==> src/rtl/trap_controller_pkg.sv <==
// Shared CSR addresses, csr_op encodings, cause codes and mstatus bit positions
// used by the machine-mode trap sequencer.
package trap_controller_pkg;

  localparam logic [11:0] CSR_MSTATUS = 12'h300;
  localparam logic [11:0] CSR_MTVEC   = 12'h305;
  localparam logic [11:0] CSR_MEPC    = 12'h341;
  localparam logic [11:0] CSR_MCAUSE  = 12'h342;

  localparam logic [2:0] CSR_OP_NONE  = 3'b000;
  localparam logic [2:0] CSR_OP_WRITE = 3'b001;

  localparam logic [4:0] CAUSE_MSI = 5'd3;
  localparam logic [4:0] CAUSE_MTI = 5'd7;
  localparam logic [4:0] CAUSE_MEI = 5'd11;

  localparam int MSTATUS_MIE    = 3;
  localparam int MSTATUS_MPIE   = 7;
  localparam int MSTATUS_MPP_LO = 11;
  localparam int MSTATUS_MPP_HI = 12;

  function automatic logic [31:0] word_align(input logic [31:0] addr);
    return addr & 32'hFFFF_FFFC;
  endfunction

endpackage

==> src/rtl/trap_controller_cause_sel.sv <==
// Interrupt gating and fixed priority selection: MEI > MSI > MTI.
module trap_cause_sel
  import trap_controller_pkg::*;
(
  input  logic [2:0] irq,
  input  logic [2:0] mie_bits,
  input  logic       mstatus_mie,
  output logic       take,
  output logic [4:0] code
);

  logic [2:0] w_pending;

  // Bit order is {external, timer, software} for both irq and mie_bits.
  assign w_pending = irq & mie_bits;
  assign take      = mstatus_mie & (|w_pending);

  always_comb begin
    code = 5'd0;
    if (w_pending[2]) begin
      code = CAUSE_MEI;
    end else if (w_pending[0]) begin
      code = CAUSE_MSI;
    end else if (w_pending[1]) begin
      code = CAUSE_MTI;
    end
  end

endmodule

==> src/rtl/trap_controller.sv <==
// Multi-cycle machine-mode trap entry / MRET sequencer driving a single CSR port
// and a one-cycle fetch redirect.
module trap_controller
  import trap_controller_pkg::*;
#(
  parameter int CSR_ADDR_W = 12
) (
  input  logic                  clk,
  input  logic                  rst,
  input  logic                  exc_valid,
  input  logic [4:0]            exc_cause,
  input  logic [31:0]           exc_pc,
  input  logic                  mret_req,
  input  logic [31:0]           cur_pc,
  input  logic [2:0]            irq,
  input  logic [2:0]            mie_bits,
  input  logic                  mstatus_mie,
  output logic [CSR_ADDR_W-1:0] csr_addr,
  output logic                  csr_re,
  output logic                  csr_we,
  output logic [2:0]            csr_op,
  output logic [31:0]           csr_wdata,
  input  logic [31:0]           csr_rdata,
  output logic                  stall,
  output logic                  redirect_valid,
  output logic [31:0]           redirect_pc
);

  typedef enum logic [2:0] {
    IDLE, T_EPC, T_CAUSE, T_STATUS, T_TVEC, M_STATUS, M_EPC, REDIRECT
  } state_t;

  state_t      r_state;
  state_t      w_state_next;
  logic [31:0] r_pc;
  logic [31:0] r_cause;
  logic [31:0] r_target;

  logic        w_irq_take;
  logic [4:0]  w_irq_code;
  logic [31:0] w_mstatus_trap;
  logic [31:0] w_mstatus_mret;
  logic [31:0] w_tvec_base;
  logic [31:0] w_tvec_target;

  trap_cause_sel u_cause_sel (
    .irq         (irq),
    .mie_bits    (mie_bits),
    .mstatus_mie (mstatus_mie),
    .take        (w_irq_take),
    .code        (w_irq_code)
  );

  always_comb begin
    w_mstatus_trap                                = csr_rdata;
    w_mstatus_trap[MSTATUS_MPIE]                  = csr_rdata[MSTATUS_MIE];
    w_mstatus_trap[MSTATUS_MIE]                   = 1'b0;
    w_mstatus_trap[MSTATUS_MPP_HI:MSTATUS_MPP_LO] = 2'b11;
    w_mstatus_mret                                = csr_rdata;
    w_mstatus_mret[MSTATUS_MIE]                   = csr_rdata[MSTATUS_MPIE];
    w_mstatus_mret[MSTATUS_MPIE]                  = 1'b1;
    w_mstatus_mret[MSTATUS_MPP_HI:MSTATUS_MPP_LO] = 2'b00;
  end

  // Vectored mode only applies to interrupts; exceptions always use the base.
  assign w_tvec_base   = word_align(csr_rdata);
  assign w_tvec_target = (csr_rdata[1:0] == 2'b01 && r_cause[31])
                         ? w_tvec_base + {25'd0, r_cause[4:0], 2'b00}
                         : w_tvec_base;

  always_ff @(posedge clk) begin
    if (rst) begin
      r_state <= IDLE;
    end else begin
      r_state <= w_state_next;
    end
  end

  // Outputs are forced low while rst is high, even mid-sequence.
  always_comb begin
    w_state_next   = r_state;
    csr_addr       = '0;
    csr_re         = 1'b0;
    csr_we         = 1'b0;
    csr_op         = CSR_OP_NONE;
    csr_wdata      = 32'd0;
    stall          = 1'b0;
    redirect_valid = 1'b0;
    redirect_pc    = 32'd0;
    if (!rst) begin
      stall = (r_state != IDLE);
      case (r_state)
        IDLE: begin
          if (exc_valid) begin
            w_state_next = T_EPC;
          end else if (mret_req) begin
            w_state_next = M_STATUS;
          end else if (w_irq_take) begin
            w_state_next = T_EPC;
          end
        end
        T_EPC: begin
          csr_addr     = CSR_ADDR_W'(CSR_MEPC);
          csr_we       = 1'b1;
          csr_op       = CSR_OP_WRITE;
          csr_wdata    = word_align(r_pc);
          w_state_next = T_CAUSE;
        end
        T_CAUSE: begin
          csr_addr     = CSR_ADDR_W'(CSR_MCAUSE);
          csr_we       = 1'b1;
          csr_op       = CSR_OP_WRITE;
          csr_wdata    = r_cause;
          w_state_next = T_STATUS;
        end
        T_STATUS: begin
          csr_addr     = CSR_ADDR_W'(CSR_MSTATUS);
          csr_re       = 1'b1;
          csr_we       = 1'b1;
          csr_op       = CSR_OP_WRITE;
          csr_wdata    = w_mstatus_trap;
          w_state_next = T_TVEC;
        end
        T_TVEC: begin
          csr_addr     = CSR_ADDR_W'(CSR_MTVEC);
          csr_re       = 1'b1;
          w_state_next = REDIRECT;
        end
        M_STATUS: begin
          csr_addr     = CSR_ADDR_W'(CSR_MSTATUS);
          csr_re       = 1'b1;
          csr_we       = 1'b1;
          csr_op       = CSR_OP_WRITE;
          csr_wdata    = w_mstatus_mret;
          w_state_next = M_EPC;
        end
        M_EPC: begin
          csr_addr     = CSR_ADDR_W'(CSR_MEPC);
          csr_re       = 1'b1;
          w_state_next = REDIRECT;
        end
        REDIRECT: begin
          redirect_valid = 1'b1;
          redirect_pc    = r_target;
          w_state_next   = IDLE;
        end
        default: w_state_next = IDLE;
      endcase
    end
  end

  always_ff @(posedge clk) begin
    if (rst) begin
      r_pc     <= 32'd0;
      r_cause  <= 32'd0;
      r_target <= 32'd0;
    end else begin
      if (r_state == IDLE) begin
        if (exc_valid) begin
          r_pc    <= exc_pc;
          r_cause <= {1'b0, 26'd0, exc_cause};
        end else if (!mret_req && w_irq_take) begin
          r_pc    <= cur_pc;
          r_cause <= {1'b1, 26'd0, w_irq_code};
        end
      end
      if (r_state == T_TVEC) begin
        r_target <= w_tvec_target;
      end
      if (r_state == M_EPC) begin
        r_target <= word_align(csr_rdata);
      end
    end
  end

endmodule
==> config.mk <==
export PLATFORM = sky130hd
export DESIGN_NAME = trap_controller
export DESIGN_NICKNAME = d
export VERILOG_FILES = /design/src/rtl/trap_controller_pkg.sv /design/src/rtl/trap_controller_cause_sel.sv /design/src/rtl/trap_controller.sv
export SDC_FILE = /design/constraint.sdc
export NUM_CORES = 1
export LEC_CHECK = 0
export ABC_AREA = 1
export BUFFER_PORTS_ARGS = -buffer_cell sky130_fd_sc_hd__buf_2
export CORE_ASPECT_RATIO = 0.6
export CORE_MARGIN = 2
export CORE_UTILIZATION = 49
export CTS_CLUSTER_DIAMETER = 50
export DETAILED_ROUTE_END_ITERATION = 10
export GPL_TIMING_DRIVEN = 0
export PLACE_DENSITY = 0.86
export SLEW_MARGIN = 30
export SYNTH_ARGS = -nofsm -noshare
export SYNTH_HDL_FRONTEND = slang
export SYNTH_HIERARCHICAL = 1
export SYNTH_SLANG_ARGS = --single-unit
export TNS_END_PERCENT = 20
==> constraint.sdc <==
create_clock -name clk -period 2.4 [get_ports clk]
set_clock_uncertainty 0.05 [all_clocks]
set_input_delay 0.12 -clock clk [delete_from_list [all_inputs] [get_ports clk]]
set_output_delay 0.12 -clock clk [all_outputs]
set_load 0.05 [all_outputs]
# Yosys cells after proc, flatten, opt, wreduce, memory -nomap -nowiden
# Cells that the tools add are included.
# W data, S select, Z words.
# totals
reg_bits	99
latch_bits	0
mem_bits_rw	0
rom_bits	0
input_bits	112
out_inout_bits	83
elab_cells	61
n_memories	0
# classes
n_addsub	1
n_mul	0
n_div	0
order_cmp	0
eq_ne	9
shifts	0
muxes	29
bitwise_logic	2
reduce_logical	15
# op_table
cell	count
$mux W32	10
$pmux W32 S4	1
$pmux W10 S4	1
$add A32 B7 Y32	1
$pmux W3 S7	1
$eq A3 B3 Y1 const B	4
$mux W12	1
$mux W3	4
$mux W5	2
$mux W1	9
$reduce_or A2 Y1	4
$reduce_or A4 Y1	2
$eq A3 B2 Y1 const B	2
$ne A4 B4 Y1 const B	1
$reduce_bool A2 Y1	2
$and A3 B3 Y3	1
$eq A3 B1 Y1 const B	1
$logic_not A3 Y1	1
$reduce_bool A3 Y1	1
$reduce_or A3 Y1	1
$eq A2 B1 Y1 const B	1
$logic_and A1 B1 Y1	2
$reduce_and A2 Y1	1
$and A1 B1 Y1	1
$logic_not A1 Y1	1

# Longest topological paths before layout
# Gate-level depths: netlist (run 1).
# logic_depth
word_depth	7
ltp_mapped	12
depth_no_buf	12

# Hierarchy
# The synthesis (run 1) kept the hierarchy.
# by_module_without_submodules
mod	n_inst	cells_each	area_per_inst_um2	seq_area_each_um2
trap_controller	1	731	4650.7	1381.3
trap_cause_sel	1	12	66.3	0.0

# Worst setup path before layout (run 1)
# OpenSTA, ideal clock, no wires.
# synth_timing
kind	flip-flop to output port
start	register r_state[2]
end	output csr_addr[9]
arrival_ps	2252
required_ps	2230
setup_slack_ps	-22
stages_incl_launch_ff	6
path_buffers	1
cell_sequence	dfxtp_1 inv_2 nand2_1 inv_1 nor3_1 buf_4
# synth_via
elab_chain_cells	4
word_cells_on_any_way	10
classes_between	eq/ne: 6; mux: 2; reduce/logical: 2
# synth_rtl
item	line	source
from (decl)	trap_controller.sv:33	state_t r_state;
from (signal assigned)	trap_controller.sv:75	r_state <= w_state_next;
$eq A3 B3 Y1, or another cell as far along	trap_controller.sv:92	case (r_state)
$reduce_or A2 Y1 (no source line)	n/a	
$pmux W10 S4 (*)	trap_controller.sv:92	
$mux W12 (*)	trap_controller.sv:90	if (!rst) begin
to (decl)	trap_controller.sv:18	output logic [CSR_ADDR_W-1:0] csr_addr,
# Mark *: on every way between the ends. The rest lies on a longest branch, timed or not.

# Worst setup path in the final report (run 1)
# layout_timing
start	register r_state[0]
end	output csr_op[0]
# layout_via
elab_chain_cells	4
word_cells_on_any_way	7
classes_between	eq/ne: 4; mux: 2; reduce/logical: 1
# layout_rtl
item	line	source
$eq A3 B3 Y1, or another cell as far along	trap_controller.sv:92	
$reduce_or A4 Y1 (no source line) (*)	n/a	
$mux W1 (*)	trap_controller.sv:92	
$mux W1 (*)	trap_controller.sv:90	
to (decl)	trap_controller.sv:21	output logic [2:0] csr_op,
# Marked as above.

==> impl_metrics.toml, run 1 <==
[pwr]
p_per_area_mw_per_mm2 = 666
irDropWorstVdd_mv = 0.376
leakage_uw = 0.00324

[placement]
port_buffers = 179
place_area_mm2 = 0.00581
gp_congestion = 0.963
dp_cells = 1061
dp_hpwl_um = 13400

[setup_path]
regToRegSetupSlack_ns = 0.13
crit-reg2reg-launch = "r_state[0]$_SDFFE_PP0P_"
path_class = "reg -> out"
worstPathRequired_ns = 2.23
worstSetupEndpointType = "output port"
cp.arrival_ns = 2.16
cp-start-kind = "flop"
reg2reg_depth = 7
critPathCapture = "csr_op[0]"
r2r_end = "r_pc[29]$_SDFFE_PP0P_"
cp_max_fo = 10
crit_start = "r_state[0]$_SDFFE_PP0P_"

[global_route]
grt_pass1_vias = 5432
grt_max_degree = 13
grt_pass1_wl_um = 27500
grt_overflow = 0
antenna_found_initial = 0
grt_util_all_layers = 0.345

[drt]
wire_per_inst_um = 16.2
drtPass1Iterations = 6
vias = 6054
first_iter_violations = 728
drc = 0
totalWireLength_um = 18000
via_per_inst = 5.46
drtAntennaViolNets = 0

[synth]
ys.flop_type = "dfxtp_1"
synth-seq-area-share = 0.293
synth_cells = 743
synth_edf_count = 0
synth_top_area_cell = "dfxtp_1"
synthTopCellsByCount = "166 x nand2_1, 94 x nor2_1, 80 x inv_1"
syn_avg_cell_area_um2 = 6.35
ys_types = 43
synth.most_common_cell = "nand2_1"
synth-warning-count = 6
synth_top_area_frac = 0.293
syn_area_mm2 = 0.00472
async_reset_ff_frac = 0
ys_ff_latch = 69
synth_area_leaders = "dfxtp_1 29%, nand2_1 13%, nor2_1 7.5%"

[clock_tree]
clk_pin_slew_ns = 0.06
root_buffer = "clkbuf_16"
insertion_delay_ns = 0.34
cts_sinks = 69
cts_tree = "yes"
cts_buffer_depth = 2
htree_num_levels = 3
cts_inserted_buffers = 9

[floorplan]
rows = 27
die_h_um = 80
start_util = 0.510
ios = 195
die_area_mm2 = 0.0105
core-area_mm2 = 0.00926
die_width_um = 131

[timing]
setup_viol = 0
fmax_mhz = 429
rsz0062_at_grt = "true"
holdWs_ns = 0.00207
fin_crit_sh = 0.971
slew_headroom = 0.652
final_max_slew_viol_count = 0
hold_violations = 0
fin_crit_ns = 2.33
tightest_slew_ns = 0.522

[cells_and_area]
diodes = 0
layout-drive-gt1-share = 0.276
final_cells = 1108
fin_nets = 1091
syn_to_final_growth_pct = 37.5
design_area_mm2 = 0.00649

[flow_run]
maxCapViolCount = 0

[run_status]
status = "complete, no violations"

[hold_path]
min-delay-path-class = "in -> reg"
[cells in the final DEF, fill, tap and decap left out, types with 9 or more instances in the layout]
cell type	instances
buf_2	194
buf_4	17
dfxtp_1	69
inv_1	80
o21ai_1	9
clkbuf_1	17
nor2_1	93
nand2_1	166
conb_1	11
a21oi_1	32
xor2_1	11
clkbuf_16	9
nand4_1	16
nand3_1	26
a31oi_1	39
a22oi_1	25
o21ai_0	63
dlygate4sd3_1	31
[per-stage QoR]
stage           util  worst slack [ns]  TNS [ns]  total power, uW
5_1_grt        0.701           -0.0247   -0.0247             4480
3_5_place_dp   0.628             0.335         0             2640
4_1_cts        0.699            0.0748         0             4260
6_report       0.701            0.0700         0             4320
2_1_floorplan      -           0.00101         0             2250
3_3_place_gp   0.628             0.346         0             2620
[layer usage]
layer  track usage  wire [um]  vias to the layer above
met2         0.518       7410                      421
met3        0.0891       2220                       41
met5             0          0                        -
met4         0.106        397                        0
met1         0.483       7960                     2711
li1              -          -                     2881
[critical path, stage by stage (launching register included)]
cell      delay [ns]
dfxtp_1         0.45
nand2_1         0.14
nor2_2          0.27
clkbuf_4        0.29
inv_2           0.05
a31oi_1         0.22
buf_4           0.14
buf_2           0.25
[sequential cells by signal (all words and copies together), names as in the netlist]
| signal | count |
|---|---|
| r_cause | 6 |
| r_pc | 30 |
| r_state | 3 |
| r_target | 30 |
[cell families (layout without fill, tap and decap cells)]
kind of cell | Yosys count | after routing | share of synthesized area
muxes | 2 | 2 | 0.00424
AOI/OAI and AO/OA | 174 | 174 | 0.215
other | 2 | 11 | 0.00159
buffers and inverters | 141 | 367 | 0.134
adders and majority gates | 6 | 6 | 0.0175
DFF | 69 | 69 | 0.293
and+or+nand+nor | 336 | 336 | 0.311
xor gates and xnor gates | 13 | 13 | 0.0241
[worst min-delay path by stage]
stage / cells after the start / slack (ns) / endpoint / startpoint
2_1_floorplan: 2 / 0.23 / r_pc[2]$_SDFFE_PP0P_ / cur_pc[2]
3_3_place_gp: 3 / 0.34 / r_pc[8]$_SDFFE_PP0P_ / cur_pc[8]
3_5_place_dp: 3 / 0.34 / r_pc[14]$_SDFFE_PP0P_ / cur_pc[14]
4_1_cts: 3 / 0.0001 / r_cause[0]$_SDFFE_PP0P_ / exc_cause[0]
5_1_grt: 3 / 0.002 / r_pc[5]$_SDFFE_PP0P_ / cur_pc[5]
6_report: 3 / 0.002 / r_pc[5]$_SDFFE_PP0P_ / cur_pc[5]
[layout make-up]
class	count	area [um2]
fill	813	2770
sequential	69	1380
timing repair buffer	210	1210
clock buffer	10	239
multi-input combinational	542	2750
clock inverter	6	110
tap	130	163
buffer	55	308
inverter	86	328
[what timing repair did]
| item | 4_1_cts | 5_1_grt |
|---|---|---|
| resized for setup | 1 | 6 |
| hold endpoints to repair | 18 | 1 |
| hold buffers | 30 | 1 |
| setup endpoints to repair | 2 | 3 |
| gates cloned | 0 | 0 |
| buffers inserted | 0 | 0 |
[power breakdown]
| group | total, uW | internal (uW) | switching, uW |
|---|---|---|---|
| clock network | 1580 | 1040 | 534 |
| registers | 1420 | 1310 | 113 |
| logic | 1320 | 435 | 884 |
Power figures use the tool's default switching activity.
==> run 2: changes to the inputs <==
CELL_PAD_IN_SITES_DETAIL_PLACEMENT = 1   (was unset)
CELL_PAD_IN_SITES_GLOBAL_PLACEMENT = 2   (was unset)
CORE_UTILIZATION = 24   (was 49)
PLACE_DENSITY = 0.85   (was 0.86)
==> impl_metrics.toml, run 2 (synthesized netlist as in run 1, its figures left out) <==
[run_status]
status = "finished, violations left"
violations = "negative hold slack"

[cells_and_area]
fin_nets = 1102
layout_common_cells = "188 x buf_2, 166 x nand2_1, 92 x nor2_1"
final_common_cell = "buf_2"
syn_to_final_growth_pct = 45.0
largestRegisters = "r_pc (30), r_target (30), r_cause (6)"
design_area_mm2 = 0.00684
postLayoutCoreUtil = 0.358
n_fill_cell = 2530
layout-drive-gt1-share = 0.276

[setup_path]
path_class = "reg -> out"
reg2reg_depth = 7
critPathSlowestCell = "dfxtp_1"
crit_path_max_incr_delay_ns = 0.44
cp_max_fo = 10
crit_chain = "nand2_1 -> nor2_2 -> nor2_4 -> inv_4 -> buf_6 -> a22oi_1 -> nor2_1 -> clkbuf_4"
cp.arrival_ns = 2.20
worstSetupEndpointType = "output port"
cp-start-kind = "flop"
worstPathRequired_ns = 2.23
r2r_end = "r_pc[29]$_SDFFE_PP0P_"
crit-reg2reg-launch = "r_state[0]$_SDFFE_PP0P_"
regToRegSetupSlack_ns = 0.22

[global_route]
grt_overflow = 0
grt_max_degree = 13
grt_pass1_wl_um = 34800
grt_pass1_vias = 6159
grt_util_all_layers = 0.220
antenna_found_initial = 1

[hold_path]
hold_end = "r_pc[11]$_SDFFE_PP0P_"
min-delay-path-class = "in -> reg"
hold-path-cell-count = 3
worstHoldStart = "exc_pc[11]"

[pwr]
pwr-share-seq = 0.309
leakage_uw = 0.00331
p_comb_frac = 0.299
p_per_area_mw_per_mm2 = 680
p_sw_uw = 1620
p_clk_frac = 0.393
irDropWorstVdd_mv = 0.330
p_sw_frac = 0.349
total_power_uw = 4650
p_int_uw = 3030

[clock_tree]
cts_sinks = 69
htree_num_levels = 3
cts_buffer_depth = 2
insertion_delay_ns = 0.35
clk_pin_slew_ns = 0.06
root_buffer = "clkbuf_16"
cts_inserted_buffers = 9
cts_tree = "yes"
post_cts_buffers = 0

[drt]
drtPass1Iterations = 5
drtAntennaViolNets = 0
drc = 0
vias = 6022
wire_per_inst_um = 18.0
totalWireLength_um = 22600
via_per_inst = 4.79
first_iter_violations = 367

[timing]
tns_ns = 0
fin_crit_sh = 0.987
tightest_slew_ns = 0.686
setup_viol = 0
fmax_mhz = 422
fin_crit_ns = 2.37
final_max_slew_viol_count = 0
rsz0062_at_grt = "true"
holdWs_ns = -0.000549
slew_headroom = 0.542
hold_violations = 1

[placement]
gp_congestion = 0.857
place_area_mm2 = 0.00598
dp_hpwl_um = 18100
port_buffers = 179

[floorplan]
die_width_um = 185
die_area_mm2 = 0.0208
start_util = 0.247
rows = 39
ios = 195
die_h_um = 113
core-area_mm2 = 0.0191

[flow_run]
maxCapViolCount = 0
-- run 2: metrics by stage --
| stage | cells | setup WS [ns] |
|---|---|---|
| detailed placement | 1197 | 0.191 |
| global placement | 1197 | 0.238 |
| CTS | 1255 | 0.0158 |
| finish | 1256 | 0.0311 |
| floorplan | 752 | 0.00101 |
| global route | 1256 | -0.0609 |
-- run 2: how the worst max path moves through the flow --
stage | endpoint | slack (ns) | start
finish | csr_wdata[28] | 0.03 | r_state[0]$_SDFFE_PP0P_
global placement | csr_op[0] | 0.24 | r_state[0]$_SDFFE_PP0P_
floorplan | csr_op[0] | 0.001 | r_state[0]$_SDFFE_PP0P_
global route | csr_op[0] | -0.06 | r_state[0]$_SDFFE_PP0P_
detailed placement | csr_op[0] | 0.19 | r_state[0]$_SDFFE_PP0P_
CTS | csr_op[0] | 0.02 | r_state[0]$_SDFFE_PP0P_
-- run 2: power groups by stage --
stage               registers (uW)  clock network, uW  logic (uW)
CTS                           1430               1840        1370
detailed placement            1450                  0        1260
floorplan                     1400                  0         851
global placement              1450                  0        1240
finish                        1430               1830        1390
global route                  1450               1900        1520
-- run 2: timing repair --
| item | in CTS | in global routing |
|---|---|---|
| endpoints found under the hold margin | 24 | 0 |
| gates resized for setup | 2 | 13 |
| hold buffers | 42 | 0 |
| setup endpoints to repair | 3 | 21 |
-- run 2: layer usage --
metal  routed length, um  track usage  share of wire  vias up
met5                   0            0              0        -
met1               12200        0.338           0.54     2903
met4                 150       0.0370         0.0066        0
li1                    -            -              -     2910
met2                8980        0.317           0.40      195
met3                1280       0.0419          0.056       14
-- run 2: area by class of cell --
class                      count  area [um2]  share of cell area
multi-input combinational    542        2750               0.403
sequential                    69        1380               0.202
timing repair buffer         221        1340               0.196
tap                          266         333              0.0486
inverter                      86         328              0.0479
buffer                        55         305              0.0446
clock buffer                  10         239              0.0349
clock inverter                 6         158              0.0230
antenna                        1        2.50            0.000366
-- run 2: critical path: cells and delay by family (launching register included) --
| family | cells | cell delay [ns] |
|---|---|---|
| AOI/OAI and AO/OA | 1 | 0.08 |
| buffers and inverters | 3 | 0.60 |
| DFF | 1 | 0.44 |
| and+or+nand+nor | 4 | 0.72 |
==> run 3: changes to the inputs <==
CAP_MARGIN = 0   (was unset)
MAX_ROUTING_LAYER = met4   (was unset)
SYNTH_HIERARCHICAL = unset   (was 1)
==> impl_metrics.toml, run 3 <==
[pwr]
irDropWorstVdd_mv = 0.401
p_per_area_mw_per_mm2 = 655
leakage_uw = 0.00307
total_power_uw = 4250

[synth]
syn_area_mm2 = 0.00452
synth_area_leaders = "dfxtp_1 31%, nand2_1 13%, o21ai_0 7.8%"
ys_ff_latch = 69
synth_cells = 704
synth_top_area_frac = 0.306
ys.flop_type = "dfxtp_1"
syn_avg_cell_area_um2 = 6.42
synth_edf_count = 0
ys_types = 41
synth.most_common_cell = "nand2_1"
synth-seq-area-share = 0.306
synth_top_area_cell = "dfxtp_1"
synthTopCellsByCount = "157 x nand2_1, 80 x nor2_1, 71 x inv_1"
synth-warning-count = 0
async_reset_ff_frac = 0

[setup_path]
critPathCapture = "csr_op[0]"
worstPathRequired_ns = 2.23
crit_start = "r_state[0]$_SDFFE_PP0P_"
cp_max_fo = 10
cp.arrival_ns = 2.18
crit-reg2reg-launch = "r_state[1]$_SDFFE_PP0P_"
regToRegSetupSlack_ns = 0.18
reg2reg_depth = 9
r2r_end = "r_pc[14]$_SDFFE_PP0P_"
cp-start-kind = "flop"
path_class = "reg -> out"
worstSetupEndpointType = "output port"

[flow_run]
maxCapViolCount = 0

[floorplan]
rows = 38
die_h_um = 110
start_util = 0.248
die_area_mm2 = 0.0200
ios = 195
die_width_um = 181
core-area_mm2 = 0.0183

[clock_tree]
cts_tree = "yes"
insertion_delay_ns = 0.34
root_buffer = "clkbuf_16"
post_cts_buffers = 0
cts_sinks = 69
cts_inserted_buffers = 9
htree_num_levels = 3
clk_pin_slew_ns = 0.06
cts_buffer_depth = 2

[global_route]
grt_pass1_vias = 5818
grt_util_all_layers = 0.217
grt_pass1_wl_um = 32300
grt_overflow = 0
grt_max_degree = 14
antenna_found_initial = 0

[cells_and_area]
largestRegisters = "r_pc (30), r_target (30), r_cause (6)"
fin_nets = 1054
postLayoutCoreUtil = 0.355
diodes = 0
layout_common_cells = "171 x buf_2, 156 x nand2_1, 75 x nor2_1"
design_area_mm2 = 0.00648
syn_to_final_growth_pct = 43.5
layout-drive-gt1-share = 0.270
final_common_cell = "buf_2"

[timing]
fin_crit_sh = 0.980
setup_viol = 0
hold_violations = 0
fin_crit_ns = 2.35
fmax_mhz = 425
tightest_slew_ns = 0.807
rsz0062_at_grt = "true"
slew_headroom = 0.462
final_max_slew_viol_count = 0

[drt]
totalWireLength_um = 20700
drtPass1Iterations = 5
wire_per_inst_um = 17.5
first_iter_violations = 295
vias = 5688
drc = 0
via_per_inst = 4.82
drtAntennaViolNets = 0

[run_status]
status = "complete, no violations"

[placement]
gp_congestion = 0.880
dp_hpwl_um = 16800
port_buffers = 179
place_area_mm2 = 0.00576

[hold_path]
min-delay-path-class = "in -> reg"
-- run 3: critical path, cell delays in order (launching register included) --
cell	delay, ns
dfxtp_1	0.40
inv_2	0.09
or2_1	0.28
nor2_4	0.19
buf_4	0.24
inv_1	0.09
a31oi_2	0.20
buf_4	0.13
clkbuf_4	0.21
-- run 3: how the worst min path moves through the flow --
stage / cells after the start / endpoint / from / slack, ns
floorplan: 2 / r_pc[10]$_SDFFE_PP0P_ / cur_pc[10] / 0.23
global placement: 3 / r_pc[14]$_SDFFE_PP0P_ / cur_pc[14] / 0.34
detailed placement: 3 / r_pc[5]$_SDFFE_PP0P_ / cur_pc[5] / 0.35
CTS: 3 / r_pc[3]$_SDFFE_PP0P_ / cur_pc[3] / 0.0005
global route: 3 / r_pc[5]$_SDFFE_PP0P_ / exc_pc[5] / 0.008
finish: 3 / r_pc[3]$_SDFFE_PP0P_ / cur_pc[3] / 0.006
-- run 3: logic make-up (layout without fill, tap and decap cells) --
kind of cell / count (synthesis) / in the layout / share of synthesized area
simple gates: 304 / 304 / 0.290
compound gates: 177 / 177 / 0.225
buf+inv: 130 / 358 / 0.127
flops: 69 / 69 / 0.306
xor+xnor: 15 / 15 / 0.0291
fa+ha+maj: 6 / 6 / 0.0183
mux: 2 / 2 / 0.00443
other cells: 1 / 10 / 0.000830
-- run 3: layout make-up --
cell class,instances,area [um2]
inverters,77,292
clock inverters,7,75.1
repair buffers,212,1280
fillers,2405,11800
multi-input cells,514,2630
flip-flops and latches,69,1380
plain buffers,53,292
well taps,240,300
clock buffers,9,225
-- run 3: report_power, final --
part	leakage, uW	internal [uW]	switching (uW)
sequential	0.000567	1330	128
clock	0.000138	808	554
combinational	0.00237	473	956
-- run 3: through the flow --
stage | hold WS [ns] | setup TNS [ns] | setup WS, ns | std cells
floorplan | 0.231 | 0 | 0.0283 | 713
CTS | 0.000535 | -0.0139 | -0.0139 | 1181
global placement | 0.344 | 0 | 0.267 | 1132
global route | 0.00835 | -0.199 | -0.0763 | 1181
detailed placement | 0.347 | 0 | 0.265 | 1132
finish | 0.00633 | 0 | 0.0478 | 1181
-- run 3: metal layers --
layer	wire length (um)	global-route usage	vias to the layer above
met3	1260	0.0430	6
met4	76	0.0296	0
met2	8250	0.318	192
met1	11100	0.313	2713
li1	-	-	2777
met5	0	-	-
-- run 3: what timing repair did --
item	4_1_cts	5_1_grt
hold buffers	33	0
setup endpoints to repair	6	52
cloned	0	0
resized for setup	6	40
pin swaps	0	1
endpoints found under the hold margin	21	0
